## config.mk

```make
export PLATFORM = sky130hd
export DESIGN_NAME = spike_aer_encoder
export DESIGN_NICKNAME = d
export VERILOG_FILES = /design/src/rtl/spike_aer_encoder.sv
export SDC_FILE = /design/constraint.sdc
export NUM_CORES = 1
export LEC_CHECK = 0
export CAP_MARGIN = 20
export CORE_ASPECT_RATIO = 2
export CORE_MARGIN = 1.5
export CORE_UTILIZATION = 30
export DETAILED_ROUTE_END_ITERATION = 6
export SLEW_MARGIN = 40
export SYNTH_ARGS = -nofsm -noshare
export SYNTH_HDL_FRONTEND = slang
export SYNTH_SLANG_ARGS = --single-unit
```

## constraint.sdc

```tcl
create_clock -name clk -period 26.1 [get_ports clk]
set_input_delay 2.61 -clock clk [delete_from_list [all_inputs] [get_ports clk]]
set_output_delay 2.61 -clock clk [all_outputs]
set_load 0.005 [all_outputs]
```

## src/rtl/spike_aer_encoder.sv

```systemverilog
// -----------------------------------------------------------------------------
// spike_aer_encoder
//
// Collects per-neuron spike levels from an array of LIF neurons and turns them
// into a stream of Address-Event Representation (AER) events. Each cycle at
// most one pending neuron is granted, in round-robin order, and pushed into a
// small event FIFO together with the current timestep. The consumer drains
// the FIFO through a valid/ready handshake.
//
// Ports:
//   clk         - single clock, all state on its rising edge
//   reset       - asynchronous, active-high reset
//   fired       - [N_NEURONS] spike level per neuron, sampled every clk
//   ts_tick     - timestep strobe (advances the timestamp counter)
//   aer_valid   - head event available
//   aer_ready   - consumer accepts the head event
//   aer_addr    - [log2(N_NEURONS)] neuron index of the head event
//   aer_ts      - [TS_WIDTH] timestamp of the head event
//   fifo_full   - FIFO holds FIFO_DEPTH entries
//   drop_count  - [8] saturating count of spikes merged into a still-pending bit
//
// Configuration macro:
//   SPIKE_AER_TIMESTAMP_EN - when defined, a TS_WIDTH-bit timestep counter is
//   kept and stored with every event. When undefined, the counter and the
//   timestamp storage are omitted, aer_ts reads 0 and ts_tick is ignored.
// -----------------------------------------------------------------------------
module spike_aer_encoder #(
  parameter int N_NEURONS  = 16,
  parameter int FIFO_DEPTH = 8,
  parameter int TS_WIDTH   = 8
) (
  input  logic                         clk,
  input  logic                         reset,
  input  logic [N_NEURONS-1:0]         fired,
  input  logic                         ts_tick,
  output logic                         aer_valid,
  input  logic                         aer_ready,
  output logic [$clog2(N_NEURONS)-1:0] aer_addr,
  output logic [TS_WIDTH-1:0]          aer_ts,
  output logic                         fifo_full,
  output logic [7:0]                   drop_count
);

  localparam int AW = $clog2(N_NEURONS);
  localparam int PW = $clog2(FIFO_DEPTH);
  localparam int CW = PW + 1;

  logic [N_NEURONS-1:0] pending_q, pending_d;
  logic [AW-1:0]        rr_ptr_q, rr_ptr_d;
  logic [PW-1:0]        wr_ptr_q, wr_ptr_d;
  logic [PW-1:0]        rd_ptr_q, rd_ptr_d;
  logic [CW-1:0]        count_q, count_d;
  logic [7:0]           drop_count_q, drop_count_d;
  logic [AW-1:0]        mem_addr_q [FIFO_DEPTH];

  logic                 pop_s;
  logic                 can_push_s;
  logic                 found_s;
  logic                 push_s;
  logic [AW-1:0]        grant_idx_s;
  logic [AW-1:0]        cand_s;
  logic [N_NEURONS-1:0] grant_vec_s;
  logic [N_NEURONS-1:0] drop_bits_s;
  logic [8:0]           drop_sum_s;

  assign aer_valid  = (count_q != '0);
  assign fifo_full  = (count_q == CW'(FIFO_DEPTH));
  assign aer_addr   = mem_addr_q[rd_ptr_q];
  assign drop_count = drop_count_q;

  // A pop frees a slot on the same edge, so a full FIFO still accepts a push.
  assign pop_s      = aer_valid & aer_ready;
  assign can_push_s = (count_q != CW'(FIFO_DEPTH)) | pop_s;
  assign push_s     = found_s & can_push_s;

  // Round-robin search: first pending index at or after rr_ptr, wrapping.
  // AW-bit addition wraps naturally because N_NEURONS is a power of two.
  always_comb begin
    found_s     = 1'b0;
    grant_idx_s = '0;
    cand_s      = '0;
    for (int i = 0; i < N_NEURONS; i++) begin
      cand_s = rr_ptr_q + AW'(i);
      if (!found_s && pending_q[cand_s]) begin
        found_s     = 1'b1;
        grant_idx_s = cand_s;
      end else begin
        found_s     = found_s;
      end
    end
  end

  // Pending set, round-robin pointer and drop accounting.
  always_comb begin
    grant_vec_s = '0;
    if (push_s) begin
      grant_vec_s[grant_idx_s] = 1'b1;
      rr_ptr_d                 = grant_idx_s + AW'(1);
    end else begin
      rr_ptr_d = rr_ptr_q;
    end
    pending_d = (pending_q & ~grant_vec_s) | fired;
    // A re-fire on a bit that stays pending is merged and counted as lost.
    drop_bits_s = fired & pending_q & ~grant_vec_s;
    drop_sum_s  = {1'b0, drop_count_q};
    for (int i = 0; i < N_NEURONS; i++) begin
      if (drop_bits_s[i]) begin
        drop_sum_s = drop_sum_s + 9'd1;
      end else begin
        drop_sum_s = drop_sum_s;
      end
    end
    if (drop_sum_s > 9'd255) begin
      drop_count_d = 8'd255;
    end else begin
      drop_count_d = drop_sum_s[7:0];
    end
  end

  // FIFO pointer and occupancy update.
  always_comb begin
    wr_ptr_d = push_s ? (wr_ptr_q + PW'(1)) : wr_ptr_q;
    rd_ptr_d = pop_s  ? (rd_ptr_q + PW'(1)) : rd_ptr_q;
    case ({push_s, pop_s})
      2'b10:   count_d = count_q + CW'(1);
      2'b01:   count_d = count_q - CW'(1);
      default: count_d = count_q;
    endcase
  end

  // Control state registers.
  always_ff @(posedge clk or posedge reset) begin
    if (reset) begin
      pending_q    <= '0;
      rr_ptr_q     <= '0;
      wr_ptr_q     <= '0;
      rd_ptr_q     <= '0;
      count_q      <= '0;
      drop_count_q <= 8'd0;
    end else begin
      pending_q    <= pending_d;
      rr_ptr_q     <= rr_ptr_d;
      wr_ptr_q     <= wr_ptr_d;
      rd_ptr_q     <= rd_ptr_d;
      count_q      <= count_d;
      drop_count_q <= drop_count_d;
    end
  end

  // Event address storage; cleared on reset so the head reads 0 when empty.
  always_ff @(posedge clk or posedge reset) begin
    if (reset) begin
      for (int i = 0; i < FIFO_DEPTH; i++) begin
        mem_addr_q[i] <= '0;
      end
    end else if (push_s) begin
      mem_addr_q[wr_ptr_q] <= grant_idx_s;
    end
  end

`ifdef SPIKE_AER_TIMESTAMP_EN
  logic [TS_WIDTH-1:0] ts_count_q, ts_count_d;
  logic [TS_WIDTH-1:0] mem_ts_q [FIFO_DEPTH];

  assign aer_ts = mem_ts_q[rd_ptr_q];

  // Timestep counter, wraps at 2^TS_WIDTH.
  always_comb begin
    if (ts_tick) begin
      ts_count_d = ts_count_q + TS_WIDTH'(1);
    end else begin
      ts_count_d = ts_count_q;
    end
  end

  // Timestep counter register.
  always_ff @(posedge clk or posedge reset) begin
    if (reset) begin
      ts_count_q <= '0;
    end else begin
      ts_count_q <= ts_count_d;
    end
  end

  // Timestamp storage; a grant stores the pre-increment counter value.
  always_ff @(posedge clk or posedge reset) begin
    if (reset) begin
      for (int i = 0; i < FIFO_DEPTH; i++) begin
        mem_ts_q[i] <= '0;
      end
    end else if (push_s) begin
      mem_ts_q[wr_ptr_q] <= ts_count_q;
    end
  end
`else
  logic unused_ts_tick_s;
  assign unused_ts_tick_s = ts_tick;
  assign aer_ts           = '0;
`endif

endmodule

```

==> results.tsv <==
metric	value	unit
CP Class	flip-flop to flip-flop	
post-synth top area cell	dfrtp_1	
CP peak stage delay	0.86	ns
total iterations of the first detailed-routing run	5	
post-synthesis async set-or-reset flop share	100	%
diode count	0	
Seq/Total Area, Yosys	17.1	%
Sink Count	70	
CP max FO	31	
Starting Density	30.5	%
initial antenna violation count	0	
Starting DRT DRC Count	676	
Top FF cell, synth	dfrtp_1	
count of final setup violators	0	
count of buffers from port buffering	32	
Worst setup EP type	flip-flop	
hold buffer count at cts	0	
adder-cell share of the synthesized area	4.21	%
clk_skew	0.00578	ns
HP Class	flip-flop to flip-flop	
Area Growth Syn to Fin	9.36	%
Post-DP HPWL	27.7	mm
HP Start	mem_addr_q[23]	
Final nets	1254	
XOR/XNOR Fraction of Synth Area	13.1	%
FMAX	61.4	MHz
Synth Area in Compound Gates	21.6	%
GRT Residual Overflow	0	
Synth Area per Inst	8.51	um^2
vias in the first global route	9738	
Synth area leaders	dfrtp_1, mux4_2, xnor2_1	
Max-cap violations	0	
die width	134	um
Clock Latency Late Sink	0.36	ns
worst slew pin tran	0.886	ns
post-route antenna net violation count	0	
DR vias/cell	5.80	
share of cells above drive strength 1	14.2	%
Post-CTS Setup Inserts	0	
largest net degree at the start of global routing	71	
commonest non-fill, non-tap cell in the layout	nand2_1	
Root Driver	clkbuf_16	
Syn Inst Count	1201	
Cell Rows	95	
Final period util	62.4	%
status	finished, final reports clean	
die footprint	0.0352	mm^2
Post-Route WL	34.2	mm
Slew Limit Fails	0	
commonest cells after routing, fill and taps aside	nand2_1, nor2_1, dfrtp_1	
H-tree Lvls	3	
# resized after CTS	0	
routed length per instance	20.8	um
RSZ-0062 raised after global routing	no	
final hold vios	0	
CP startpoint kind	flip-flop	
Final TNS setup	0	ns
CTS buffer count	9	
yosys warns	0	
CP max-delay cell	ha_2	
IO Count	42	
post-synthesis mux area share	16.2	%
Worst EP required	26.27	ns
CTS Buffer Depth	2	
core area	0.0335	mm^2
top-area cell type share of the netlist area	17.1	%
routability cong.	0.955	
Post-synth EDFFs	0	
routed vias	9521	
DRC viols	0	
Worst setup startpoint	rr_ptr_q[0]	
CTS tree	yes	
min cycle time layout	16.29	ns
most frequent CP cell	ha_1	
Slew HR	40.8	%
register bit count reported by yosys	70	
main combinational cell family by area after synthesis	simple AND/OR/NAND/NOR gates	
RR Startpoint	rr_ptr_q[0]	
synthesized area	0.0102	mm^2
Clock Pin Slew Worst Setup and Hold Paths	0.06	ns
crit path DAT	16.46	ns
Distinct cells, synth	121	
die height	264	um
first-pass GRT wire length	52.7	mm
All-Layer GR Usage	19.3	%
simple-gate share of the synthesized area	23.1	%
-- sequential cells by signal (all words and copies together) (netlist names) --
| name | flops |
|---|---|
| rr_ptr_q | 4 |
| drop_count | 8 |
| rd_ptr_q | 3 |
| mem_addr_q | 32 |
| wr_ptr_q | 3 |
| pending_q | 16 |
| count_q | 4 |
-- critical path: cells and delay by family (launching register included) --
family,cells,cell delay [ns]
fa+ha+maj,10,3.81
mux,4,1.67
xor+xnor,5,1.24
compound gates,16,3.68
simple gates,21,4.01
buf+inv,4,1.27
flops,1,0.33
-- worst paths after layout --
| kind | to | slack, ns | cells past startpoint |
|---|---|---|---|
| max | drop_count[7] | 9.81 | 60 |
| min | mem_addr_q[23] | 0.48 | 2 |
| max in group asynchronous | pending_q[13] | 22.88 | 3 |
| min reg2reg | mem_addr_q[23] | 0.48 | 2 |
| min in group asynchronous | mem_addr_q[25] | 2.73 | 3 |
| max reg2reg | drop_count[7] | 9.81 | 60 |
-- cell families (layout without fill, tap and decap cells) --
group,after synthesis,in the layout
compound gates,306,306
xor+xnor,126,126
fa+ha+maj,34,34
buf+inv,95,93
flops,70,70
mux,116,116
other cells,1,8
simple gates,453,453
-- layout make-up --
| cell class | count | area [um^2] |
|---|---|---|
| clock buffers | 9 | 225 |
| clock inverters | 7 | 62.6 |
| fillers | 3475 | 22300 |
| inverters | 34 | 128 |
| multi-input cells | 1043 | 8060 |
| flip-flops and latches | 70 | 1750 |
| well taps | 436 | 546 |
| repair buffers | 43 | 407 |
-- per-stage QoR --
stage | setup WS, ns | instance area (um^2) | hold WS (ns) | util [%] | std cells
2_1_floorplan | 13.02 | 10200 | 0.445 | - | 1208
3_3_place_gp | 9.80 | 10900 | 0.457 | 32.4 | 1626
3_5_place_dp | 9.99 | 10900 | 0.469 | 32.4 | 1626
4_1_cts | 9.94 | 11200 | 0.483 | 33.3 | 1642
5_1_grt | 8.87 | 11200 | 0.514 | 33.3 | 1642
6_report | 9.81 | 11200 | 0.481 | 33.3 | 1642
-- Yosys cell counts (all sizes together), types with 6 or more instances --
library cell,number
nand2,145
nor2,90
xnor2,79
o21ai,78
dfrtp,70
a21oi,57
mux2,43
buf,40
mux2i,39
xor2,39
nand3,37
mux4,34
ha,32
inv,31
and2,28
nor3,26
nand4,22
clkbuf,21
nand2b,21
o211ai,19
a21o,14
and3,13
o22ai,13
a31oi,12
or2,11
or3,11
a211oi,10
nor4,10
nor2b,8
xnor3,7
a2111oi,6
a221oi,6
a32oi,6
nor3b,6
o31ai,6
-- layer usage --
layer / wire length [um] / share of wire (%) / vias to the layer above / GRT usage [%]
met3: 762 / 2.2 / 156 / 1.84
met4: 3350 / 9.8 / 0 / 18.4
li1: - / - / 4461 / -
met5: 0 / 0 / - / 0
met2: 19600 / 57 / 279 / 38.8
met1: 10400 / 31 / 4625 / 15.6
Power is left out: the tool's default activity adds up to more than one toggle a clock period on the data nets, which glitch-free logic cannot reach.
